[config.mk]
export PLATFORM = sky130hd
export DESIGN_NAME = tft_spi_tx
export DESIGN_NICKNAME = d
export VERILOG_FILES = /design/src/rtl/tft_spi_tx.sv
export SDC_FILE = /design/constraint.sdc
export NUM_CORES = 1
export LEC_CHECK = 0
export ABC_AREA = 1
export BUFFER_PORTS_ARGS = -buffer_cell sky130_fd_sc_hd__buf_2
export CAP_MARGIN = 10
export CORE_UTILIZATION = 40
export DETAILED_ROUTE_END_ITERATION = 8
export PLACE_DENSITY_LB_ADDON = 0.05
export SKIP_LAST_GASP = 1
export SYNTH_ARGS = -nofsm -noshare
export SYNTH_HDL_FRONTEND = slang
export SYNTH_SLANG_ARGS = --single-unit
[constraint.sdc]
create_clock -name clk -period 1.4 [get_ports clk]
set_input_delay 0 -clock clk [delete_from_list [all_inputs] [get_ports clk]]
set_output_delay 0 -clock clk [all_outputs]
set_load 0.005 [all_outputs]
[src/rtl/tft_spi_tx.sv]
// ---------------------------------------------------------------------------
// tft_spi_tx
//
// Byte-level SPI (mode 0, MSB first) transmitter that owns the TFT panel pins.
// A drawing engine strobes one command/data byte at a time. The block then
// clocks the byte out, keeps chip-select low for a short idle window so that
// back-to-back bytes share one CS assertion, and optionally sequences the
// panel hardware reset after rst.
//
// Build option: define TFT_RST_SEQ_EN to include the panel reset sequence
// (RST_LOW -> RST_WAIT -> IDLE). Without it, lcd_rst_n is tied high and the
// block goes straight to IDLE after rst.
//
// Parameters
//   CLK_DIV         SCK half-period in clk cycles (>=1)
//   CS_IDLE_CYCLES  idle cycles after a byte before CS deasserts (>=1)
//   RST_LOW_CYCLES  lcd_rst_n low time (reset sequence only)
//   RST_WAIT_CYCLES wait after lcd_rst_n rises (reset sequence only)
//
// Ports
//   clk, rst         system clock, synchronous active-high reset
//   enable           clock enable; everything holds while low
//   tft_transmit     byte strobe, accepted only while tft_busy=0
//   tft_dc, tft_data D/C flag and byte captured with the strobe
//   tft_busy         transmitter occupied
//   tft_overrun      sticky: a strobe arrived while busy
//   spi_sck/mosi/cs_n/dc, lcd_rst_n  panel pins
// ---------------------------------------------------------------------------
module tft_spi_tx #(
  parameter int CLK_DIV         = 2,
  parameter int CS_IDLE_CYCLES  = 8,
  parameter int RST_LOW_CYCLES  = 1000,
  parameter int RST_WAIT_CYCLES = 150000
) (
  input  logic       clk,
  input  logic       rst,
  input  logic       enable,
  input  logic       tft_transmit,
  input  logic       tft_dc,
  input  logic [7:0] tft_data,
  output logic       tft_busy,
  output logic       tft_overrun,
  output logic       spi_sck,
  output logic       spi_mosi,
  output logic       spi_cs_n,
  output logic       spi_dc,
  output logic       lcd_rst_n
);

  localparam int DIV_W  = $clog2(CLK_DIV + 1);
  localparam int HOLD_W = $clog2(CS_IDLE_CYCLES + 1);
  localparam logic [DIV_W-1:0]  DIV_LAST  = DIV_W'(CLK_DIV - 1);
  localparam logic [HOLD_W-1:0] HOLD_LAST = HOLD_W'(CS_IDLE_CYCLES - 1);

  generate
    if (CLK_DIV < 1 || CS_IDLE_CYCLES < 1 || RST_LOW_CYCLES < 1 || RST_WAIT_CYCLES < 1) begin : g_param_check
      $error("tft_spi_tx: all cycle-count parameters must be >= 1");
    end
  endgenerate

  typedef enum logic [2:0] {
    RST_LOW,
    RST_WAIT,
    IDLE,
    SHIFT,
    HOLD
  } state_t;

`ifdef TFT_RST_SEQ_EN
  localparam int SEQ_MAX = (RST_LOW_CYCLES > RST_WAIT_CYCLES) ? RST_LOW_CYCLES : RST_WAIT_CYCLES;
  localparam int SEQ_W   = $clog2(SEQ_MAX + 1);
  localparam logic [SEQ_W-1:0] LOW_LAST  = SEQ_W'(RST_LOW_CYCLES - 1);
  localparam logic [SEQ_W-1:0] WAIT_LAST = SEQ_W'(RST_WAIT_CYCLES - 1);
  localparam state_t RESET_STATE = RST_LOW;
  localparam logic   RESET_BUSY  = 1'b1;
`else
  localparam state_t RESET_STATE = IDLE;
  localparam logic   RESET_BUSY  = 1'b0;
`endif

  state_t            state_reg, state_next;
  logic [DIV_W-1:0]  div_cnt_reg, div_cnt_next;
  logic [2:0]        bit_cnt_reg, bit_cnt_next;
  logic [HOLD_W-1:0] hold_cnt_reg, hold_cnt_next;
  // Holds only the bits not yet presented on MOSI; bit 7 goes out directly.
  logic [6:0]        shift_reg, shift_next;
  logic              sck_reg, sck_next;
  logic              mosi_reg, mosi_next;
  logic              cs_n_reg, cs_n_next;
  logic              dc_reg, dc_next;
  logic              busy_reg, busy_next;
  logic              overrun_reg, overrun_next;
`ifdef TFT_RST_SEQ_EN
  logic [SEQ_W-1:0]  seq_cnt_reg, seq_cnt_next;
  logic              lcd_rst_n_reg, lcd_rst_n_next;
`endif

  always_ff @(posedge clk) begin
    if (rst) begin
      state_reg     <= RESET_STATE;
      div_cnt_reg   <= '0;
      bit_cnt_reg   <= '0;
      hold_cnt_reg  <= '0;
      shift_reg     <= '0;
      sck_reg       <= 1'b0;
      mosi_reg      <= 1'b0;
      cs_n_reg      <= 1'b1;
      dc_reg        <= 1'b0;
      busy_reg      <= RESET_BUSY;
      overrun_reg   <= 1'b0;
`ifdef TFT_RST_SEQ_EN
      seq_cnt_reg   <= '0;
      lcd_rst_n_reg <= 1'b0;
`endif
    end else begin
      state_reg     <= state_next;
      div_cnt_reg   <= div_cnt_next;
      bit_cnt_reg   <= bit_cnt_next;
      hold_cnt_reg  <= hold_cnt_next;
      shift_reg     <= shift_next;
      sck_reg       <= sck_next;
      mosi_reg      <= mosi_next;
      cs_n_reg      <= cs_n_next;
      dc_reg        <= dc_next;
      busy_reg      <= busy_next;
      overrun_reg   <= overrun_next;
`ifdef TFT_RST_SEQ_EN
      seq_cnt_reg   <= seq_cnt_next;
      lcd_rst_n_reg <= lcd_rst_n_next;
`endif
    end
  end

  always_comb begin
    state_next     = state_reg;
    div_cnt_next   = div_cnt_reg;
    bit_cnt_next   = bit_cnt_reg;
    hold_cnt_next  = hold_cnt_reg;
    shift_next     = shift_reg;
    sck_next       = sck_reg;
    mosi_next      = mosi_reg;
    cs_n_next      = cs_n_reg;
    dc_next        = dc_reg;
    busy_next      = busy_reg;
    overrun_next   = overrun_reg;
`ifdef TFT_RST_SEQ_EN
    seq_cnt_next   = seq_cnt_reg;
    lcd_rst_n_next = lcd_rst_n_reg;
`endif

    if (enable) begin
      // A strobe while busy is dropped; the running transfer is untouched.
      if (tft_transmit && busy_reg) begin
        overrun_next = 1'b1;
      end

      case (state_reg)
`ifdef TFT_RST_SEQ_EN
        RST_LOW: begin
          if (seq_cnt_reg == LOW_LAST) begin
            seq_cnt_next   = '0;
            lcd_rst_n_next = 1'b1;
            state_next     = RST_WAIT;
          end else begin
            seq_cnt_next = seq_cnt_reg + 1'b1;
          end
        end

        RST_WAIT: begin
          if (seq_cnt_reg == WAIT_LAST) begin
            seq_cnt_next = '0;
            busy_next    = 1'b0;
            state_next   = IDLE;
          end else begin
            seq_cnt_next = seq_cnt_reg + 1'b1;
          end
        end
`endif

        IDLE, HOLD: begin
          if (tft_transmit) begin
            // Accept: first bit goes straight to MOSI so it is set up a full
            // half-period before the first SCK rise.
            shift_next    = tft_data[6:0];
            mosi_next     = tft_data[7];
            dc_next       = tft_dc;
            cs_n_next     = 1'b0;
            busy_next     = 1'b1;
            sck_next      = 1'b0;
            div_cnt_next  = '0;
            bit_cnt_next  = '0;
            hold_cnt_next = '0;
            state_next    = SHIFT;
          end else if (state_reg == HOLD) begin
            if (hold_cnt_reg == HOLD_LAST) begin
              hold_cnt_next = '0;
              cs_n_next     = 1'b1;
              state_next    = IDLE;
            end else begin
              hold_cnt_next = hold_cnt_reg + 1'b1;
            end
          end
        end

        SHIFT: begin
          if (div_cnt_reg == DIV_LAST) begin
            div_cnt_next = '0;
            if (!sck_reg) begin
              sck_next = 1'b1;
            end else begin
              sck_next = 1'b0;
              if (bit_cnt_reg == 3'd7) begin
                // Last high phase done: release the producer on the same edge.
                busy_next     = 1'b0;
                hold_cnt_next = '0;
                state_next    = HOLD;
              end else begin
                mosi_next    = shift_reg[6];
                shift_next   = {shift_reg[5:0], 1'b0};
                bit_cnt_next = bit_cnt_reg + 1'b1;
              end
            end
          end else begin
            div_cnt_next = div_cnt_reg + 1'b1;
          end
        end

        default: begin
          state_next = IDLE;
        end
      endcase
    end
  end

  assign tft_busy    = busy_reg;
  assign tft_overrun = overrun_reg;
  assign spi_sck     = sck_reg;
  assign spi_mosi    = mosi_reg;
  assign spi_cs_n    = cs_n_reg;
  assign spi_dc      = dc_reg;
`ifdef TFT_RST_SEQ_EN
  assign lcd_rst_n   = lcd_rst_n_reg;
`else
  assign lcd_rst_n   = 1'b1;
`endif

endmodule
[After elaboration in Yosys (flattened, before gate mapping)]
Cells that the tools add are included.
Storage, ports and cells
  flip-flop bits (word level): 25
  output and inout port bits: 7
  input bits: 13
  word-level logic and storage cells: 85
Cells by class
  add/subtract/negate cells: 3
  reductions and logical operators: 14
  multiplexer cells: 44
  equal/unequal tests: 13
Operators with widths (count)
  $mux W3: 10
  $mux W7: 4
  $mux W4: 6
  $reduce_and A6 Y1: 4
  $mux W1: 14
  $pmux W7 S2: 1
  $pmux W3 S2: 2
  $ne A2 B2 Y1 const B: 5
  $pmux W4 S2: 1
  $reduce_and A4 Y1: 2
  $eq A3 B2 Y1 const B: 2
  $eq A3 B3 Y1 const B: 2
  $ne A3 B3 Y1 const B: 2
  $pmux W1 S2: 3
  $reduce_and A3 Y1: 2
  $reduce_bool A2 Y1: 3
  $add A4 B1 Y4 const B: 1
  $eq A4 B3 Y1 const B: 1
  $mux W2: 2
  $pmux W2 S2: 1
  $add A3 B1 Y3 const B: 1
  $add A2 B1 Y2 const B: 1
  $eq A2 B1 Y1 const B: 1
  $reduce_and A2 Y1: 1
  2 further kinds: 2

[Longest topological paths before layout]
Gate-level depths: netlist of the first run.
  depth after elaboration: 5
  mapped depth: 11
  gate-level depth less buffers: 10

[Least setup slack after synthesis of the first run]
No wires, ideal clock.
  path type: register to register
  start: reg bit_cnt_reg[0]
  end: reg bit_cnt_reg[2]
  stages on the path, launching flop included: 12
  data arrival time: 1332 ps
  data required time: 1287 ps
  path slack: -45 ps
  library setup time: 113 ps
  buffers on the path: 1
  clock period less this slack: 1445 ps
  cells stage by stage: dfxtp_1 > ha_1 > ha_1 > inv_1 > nand4_1 > nand2_1 > nand2_1 > nor2_4 > buf_6 > nand2_1 > nand2_1 > nor2_1
On the way
  longest elaborated chain between the ends: 5
  elaborated cells on any way between the ends: 8
  those cells by class: add/sub (1); eq/ne (2); mux (4); reduce/logical (1)
Ends and longest elaborated chain
  from (decl): line 83  | logic [2:0] bit_cnt_reg, bit_cnt_next;
  from (signal assigned): line 118  | bit_cnt_reg <= bit_cnt_next;
  $add A3 B1 Y3: line 220  | bit_cnt_next = bit_cnt_reg + 1'b1;
  $mux W3: line 212  | if (bit_cnt_reg == 3'd7) begin
  $mux W3: line 208  | if (!sck_reg) begin
  $mux W3: line 206  | if (div_cnt_reg == DIV_LAST) begin
  $pmux W3 S2: line 157  | case (state_reg)
Several ways; a longest one is shown, not always the timed one. The select of a mux whose other input is x is not followed.
A chain may end at the register's enable or synchronous reset.

[Worst setup path after layout of the first run]
  start: reg bit_cnt_reg[1]
  end: reg shift_reg[6]
On the way
  longest elaborated chain between the ends: 3
Ends and longest elaborated chain
  $eq A3 B3 Y1: line 212
  $ne A2 B2 Y1 (no source line)
  $reduce_and A6 Y1 (no source line)
  to (signal assigned): line 120  | shift_reg <= shift_next;
  to (decl): line 86  | logic [6:0] shift_reg, shift_next;
Every way passes these cells.

==> impl_metrics.json, run 1 <==
{
  "outcome": "complete, but fails checks",
  "failed_checks": "negative setup slack",
  "n_fill_cell": 350,
  "end_kind": "flip-flop",
  "area_delta_synth_final_pct": 23.5,
  "die_y_um": 60.4,
  "drc": 0,
  "path_delay_family": "simple AND/OR/NAND/NOR gates",
  "cts_root_buf": "clkbuf_4",
  "grt_usage": 0.183,
  "port-buffer-count": 18,
  "syn_inst": 218,
  "vias_per_cell": 4.60,
  "dp_hpwl_mm": 2.18,
  "synth.distinct_cells": 23,
  "grt_max_degree": 23,
  "drtAntennaViolNets": 0,
  "cp_data_required_time_ns": 1.63,
  "setup_ws_ns": -0.108,
  "p_total_mw": 1.48,
  "start_util": 0.432,
  "crit_cells": 11,
  "drive_gt1_frac": 0.225,
  "grt_pass1_vias": 1272,
  "diodes": 0,
  "ff2ff_path_depth": 11,
  "slowest_stage": "dfxtp_2",
  "fin_area_sq_um": 1680,
  "path_common_cell": "nand2_1",
  "core_sq_um": 3150,
  "arrival_ns": 1.74,
  "cts_buffer_depth": 2,
  "path_max_fanout": 22,
  "cts_tree": "yes",
  "avgSynthCellArea_sq_um": 6.25,
  "peakVddDrop_v": 0.000378,
  "hold_viol_final": 0,
  "skew_ns": 0.0162,
  "grt_pass1_wl_mm": 5.04,
  "power.density_nw_per_um2": 881,
  "rsz0062_at_grt": "yes",
  "placed_area_sq_um": 1570,
  "path_clk_slew_ns": 0.16,
  "die_w_um": 60.4,
  "drtIter0Drc": 49,
  "layout.nets": 266,
  "holdCritPathClass": "in -> reg",
  "critPathMaxStageDelay_ns": 0.37,
  "cts_buffers": 3,
  "maxSlewViolCount": 0,
  "p_leak_nw": 0.855,
  "final-setup-viol-count": 11,
  "whs_ns": 0.0113,
  "max_clock_freq_mhz": 663,
  "die_area_sq_um": 3640,
  "core.rowCount": 20,
  "synth.area.top_cells": "dfxtp_1, nand2_1, nor2_1",
  "largest_reg_flops": 7,
  "finalCritPeriodShare": 1.08,
  "wire_per_inst_um": 9.94,
  "synth_warnings": 0,
  "ios": 20,
  "cts_num_sinks": 25,
  "insertion_delay_ns": 0.33,
  "antenna_found_initial": 0,
  "htree_levels": 1,
  "path_cells": "ha_4 > ha_4 > inv_2 > nand4_1 > nand2_1 > nand2_2 > nor2_4 > buf_12 > nand2_1 > nand2_1 > nor2_1",
  "ys_seq_elements": 25,
  "wirelength_mm": 2.91,
  "yosys.area.top_type": "dfxtp_1",
  "place_congestion": 0.803,
  "yosysSeqAreaShare": 0.367,
  "syn-num-nets": 234,
  "timing.setup.tns_ns": -1.06,
  "grt.overflow.total": 0,
  "worst-path-buf-inv": 2,
  "path_class": "reg -> reg",
  "synth_top_area_share": 0.367,
  "whs_path_depth": 4,
  "dr.pass1.iters": 4,
  "worst_setup_path_start_kind": "flip-flop",
  "netlist_area_sq_um": 1360,
  "period_needed_ns": 1.51,
  "cap_violations": 0,
  "num_vias": 1349
}
## cells by family (layout without fill, tap and decap cells)
| logic type | after synthesis | after routing | share of synthesized area |
|---|---|---|---|
| compound gates | 12 | 12 | 0.0505 |
| fa+ha+maj | 3 | 3 | 0.0276 |
| buf+inv | 30 | 61 | 0.101 |
| flops | 25 | 25 | 0.367 |
| other cells | 1 | 1 | 0.00275 |
| simple gates | 147 | 147 | 0.451 |
## what timing repair did
item / CTS / global route
gates cloned: 0 / 0
buffers inserted: 0 / 1
pin swaps: 0 / 2
hold buffers: 4 / 0
endpoints found under the setup margin: 17 / 23
endpoints found under the hold margin: 5 / 0
resized for setup: 0 / 11
## metrics by stage
stage | worst slack (ns) | utilization | cells
after floorplan | 0.000523 | - | 218
after global placement | -0.0407 | 0.498 | 284
after detailed placement | -0.0842 | 0.498 | 284
after CTS | -0.125 | 0.520 | 292
after global routing | -0.244 | 0.534 | 293
final | -0.108 | 0.534 | 293
## cells in the mapped netlist
cell type,instances
o21ai_2,1
or2_2,3
buf_4,2
conb_1,1
nand3_1,15
nor2_4,1
ha_1,3
o211ai_1,1
o21a_1,1
buf_6,2
inv_2,3
buf_2,2
a21oi_1,9
or2_0,1
nor3_1,1
nand4_1,4
nand3_2,2
clkbuf_1,1
nand2_2,1
nand2_1,76
nor2_1,43
inv_1,20
dfxtp_1,25
## cell type report
| cell class | count | area [sq um] | area share |
|---|---|---|---|
| multi-input cells | 163 | 764 | 0.454 |
| repair buffers | 34 | 236 | 0.141 |
| flip-flops and latches | 25 | 507 | 0.301 |
| clock inverters | 1 | 8.76 | 0.00520 |
| inverters | 23 | 88.8 | 0.0528 |
| clock buffers | 3 | 22.5 | 0.0134 |
| well taps | 44 | 55.1 | 0.0327 |
## power breakdown
group          total (mW)  switching (mW)  internal (mW)
sequential          0.796          0.0334          0.763
clock               0.349           0.232          0.116
combinational       0.338           0.187          0.151
total                1.48           0.453           1.03
## cell usage in the layout, fill, tap and decap left out, types with 2 or more instances in the layout
cell type      count
nand2_1           75
nor2_1            43
dfxtp_1           20
inv_1             18
buf_2             18
nand3_1           14
buf_4             10
a21oi_1            9
dfxtp_2            5
inv_2              4
nand4_1            4
dlygate4sd3_1      4
nand3_2            3
or2_2              3
clkbuf_4           3
nand2_2            2
ha_4               2
## worst paths after layout
check / from / end / slack (ns)
hold / removal: tft_transmit / spi_cs_n / 0.01
setup reg to reg: bit_cnt_reg[1] / shift_reg[6] / -0.11
hold reg to reg: spi_cs_n / spi_cs_n / 0.47
setup / recovery: bit_cnt_reg[1] / shift_reg[6] / -0.11
## tightest hold or removal path, delay by kind of cell
kind                   cells  cell delay [ns]
AOI/OAI and AO/OA          1             0.10
buffers and inverters      1             0.11
and+or+nand+nor            2             0.11
## layer usage
metal	up-vias	track usage	part of all wire
li1	730	-	-
met1	604	0.197	0.46
met2	13	0.361	0.52
met3	2	0.0192	0.022
met4	0	0.0698	0.0065
met5	-	0	0
No activity file was read; power rests on OpenSTA's default activity.
==> run 2: changes to the inputs <==
--- a/config.mk
+++ b/config.mk
@@ -5,7 +5,6 @@
 export SDC_FILE = /design/constraint.sdc
 export NUM_CORES = 1
 export LEC_CHECK = 0
-export ABC_AREA = 1
 export BUFFER_PORTS_ARGS = -buffer_cell sky130_fd_sc_hd__buf_2
 export CAP_MARGIN = 10
 export CORE_UTILIZATION = 40
==> impl_metrics.json, run 2 <==
{
  "maxSlewViolCount": 0,
  "num_vias": 1323,
  "max_clock_freq_mhz": 614,
  "core.rowCount": 20,
  "holdCritPathClass": "in -> reg",
  "synth_warnings": 0,
  "hold_start": "tft_transmit",
  "antenna_found_initial": 0,
  "cp_data_required_time_ns": 1.67,
  "die_y_um": 60.0,
  "slowest_stage": "or4b_1",
  "avgSynthCellArea_sq_um": 8.81,
  "path_clk_slew_ns": 0.16,
  "crit_start": "bit_cnt_reg[1]",
  "synth.area.top_cells": "dfxtp_1, nand2_1, a311oi_1",
  "wire_per_inst_um": 13.7,
  "drtAntennaViolNets": 0,
  "final-setup-viol-count": 20,
  "failed_checks": "negative setup slack",
  "final_common_cell": "buf_4",
  "synth.distinct_cells": 46,
  "rrSetupSlack_ns": -0.23,
  "critPathMaxStageDelay_ns": 0.47,
  "dp_hpwl_mm": 2.32,
  "drive_gt1_frac": 0.429,
  "path_cells": "ha_4 > ha_4 > and4b_2 > a211oi_4 > or4b_1 > a21oi_1",
  "ios": 20,
  "whs_path_depth": 3,
  "hold_viol_final": 0,
  "grt_usage": 0.210,
  "post-place-ws_ns": -0.244,
  "die_w_um": 60.0,
  "wirelength_mm": 3.41,
  "r2r_end": "hold_cnt_reg[0]",
  "syn-num-nets": 169,
  "insertion_delay_ns": 0.33,
  "synth_top_area_share": 0.371,
  "finalCritPeriodShare": 1.16,
  "cap_violations": 0,
  "peakVddDrop_v": 0.000435,
  "netlist_area_sq_um": 1350,
  "setup_ws_ns": -0.229,
  "synth_common_cells": "dfxtp_1, nand2_1, a21oi_1",
  "yosysMostFrequentCell": "dfxtp_1",
  "final_cell_mix": "buf_4, nand2_1, dfxtp_1, buf_2, a21oi_1",
  "ff2ff_path_depth": 6,
  "path_class": "reg -> reg",
  "path_max_fanout": 3,
  "die_area_sq_um": 3600,
  "place_inst": 231,
  "drc": 0,
  "place_congestion": 0.780,
  "grt.overflow.total": 0,
  "yosysSeqAreaShare": 0.371,
  "skew_ns": 0.0155,
  "htree_levels": 1,
  "port-buffer-count": 18,
  "outcome": "complete, but fails checks",
  "diodes": 0,
  "vias_per_cell": 5.31,
  "end_kind": "flip-flop",
  "period_needed_ns": 1.63,
  "yosys.area.top_type": "dfxtp_1",
  "dr.pass1.iters": 4,
  "cts_buffer_depth": 2,
  "rsz0062_at_grt": "yes",
  "grt_pass1_wl_mm": 5.73,
  "reg2reg_from": "bit_cnt_reg[1]",
  "arrival_ns": 1.90,
  "core_sq_um": 3130,
  "cts_tree": "yes",
  "start_util": 0.431,
  "n_fill_cell": 272,
  "worst_setup_path_start_kind": "flip-flop",
  "worstHoldEndpoint": "tft_overrun",
  "cts_num_sinks": 25,
  "drtIter0Drc": 46,
  "synth_ff_type": "dfxtp_1",
  "grt_pass1_vias": 1300,
  "async_flop_share": 0,
  "power.density_nw_per_um2": 698,
  "syn_inst": 153,
  "synth_edf_count": 0,
  "largest_reg_flops": 7,
  "ys_seq_elements": 25,
  "area_delta_synth_final_pct": 42.5,
  "layout.nets": 222,
  "cts_buffers": 3,
  "path_common_cell": "ha_4",
  "grt_max_degree": 26,
  "p_leak_nw": 0.762,
  "cts_root_buf": "clkbuf_4",
  "instances_no_fill": 249
}
[run 2: cell types whose count changed after synthesis, moves of 4 or more]
cell / previous run / this run
nor2_1: 43 / 9
nand3_1: 15 / 6
a311oi_1: 0 / 7
nor3_1: 1 / 9
nand2_1: 76 / 18
o21ai_0: 0 / 5
nand4_1: 4 / 0
clkbuf_1: 1 / 5
inv_1: 20 / 3
[run 2: worst max-delay path by stage]
| stage | end | slack, ns | cells past startpoint |
|---|---|---|---|
| after floorplan | hold_cnt_reg[0] | -0.20 | 6 |
| final | hold_cnt_reg[0] | -0.23 | 6 |
| after global placement | hold_cnt_reg[0] | -0.20 | 6 |
| after global routing | hold_cnt_reg[0] | -0.29 | 6 |
| after CTS | hold_cnt_reg[0] | -0.21 | 6 |
| after detailed placement | hold_cnt_reg[0] | -0.24 | 6 |
[run 2: logic make-up after synthesis]
kind of cell,synth area share
xor gates and xnor gates,0.00650
AOI/OAI and AO/OA,0.200
and+or+nand+nor,0.313
muxes,0.00743
DFF,0.371
other,0.00278
buffers and inverters,0.0715
adders and majority gates,0.0279
[run 2: layout make-up]
cell class / count / area (sq um) / area share
tap: 44 / 55.1 / 0.0287
multi-input combinational: 112 / 848 / 0.442
timing repair buffer: 61 / 459 / 0.239
clock inverter: 1 / 7.51 / 0.00391
clock buffer: 3 / 22.5 / 0.0117
inverter: 3 / 11.3 / 0.00586
sequential: 25 / 517 / 0.269
[run 2: per-stage QoR]
step	util	total power [mW]	cell area [sq um]	hold slack, ns	TNS [ns]
after floorplan	-	0.906	1400	0.136	-1.46
after global placement	0.540	0.986	1690	0.242	-2.88
after detailed placement	0.540	0.991	1690	0.252	-3.59
after CTS	0.595	1.35	1860	0.0825	-2.58
after global routing	0.614	1.42	1920	0.115	-4.47
final	0.614	1.34	1920	0.0899	-3.22
[run 2: repair_timing]
item                                    4_1_cts  5_1_grt
endpoints found under the hold margin         9        0
pin swaps                                    10        4
resized for setup                            12       11
buffers inserted                              2        2
hold buffers                                  9        0
endpoints found under the setup margin       24       24
gates cloned                                  1        0
[run 2: critical path: cells and delay by family (launching register included)]
kind	cells	cell delay (ns)
simple gates	2	0.74
flops	1	0.38
fa+ha+maj	2	0.27
compound gates	2	0.20
[run 2: report_power, final]
group / switching, mW / internal (mW) / total [mW]
Combinational: 0.122 / 0.122 / 0.244
Clock: 0.234 / 0.109 / 0.343
Sequential: 0.0185 / 0.735 / 0.753
Total: 0.375 / 0.966 / 1.34
[run 2: layer usage]
metal / global-route usage / wire [um]
met1: 0.268 / 1590
met2: 0.373 / 1740
met3: 0.0195 / 72
met4: 0.0598 / 20
met5: 0 / 0
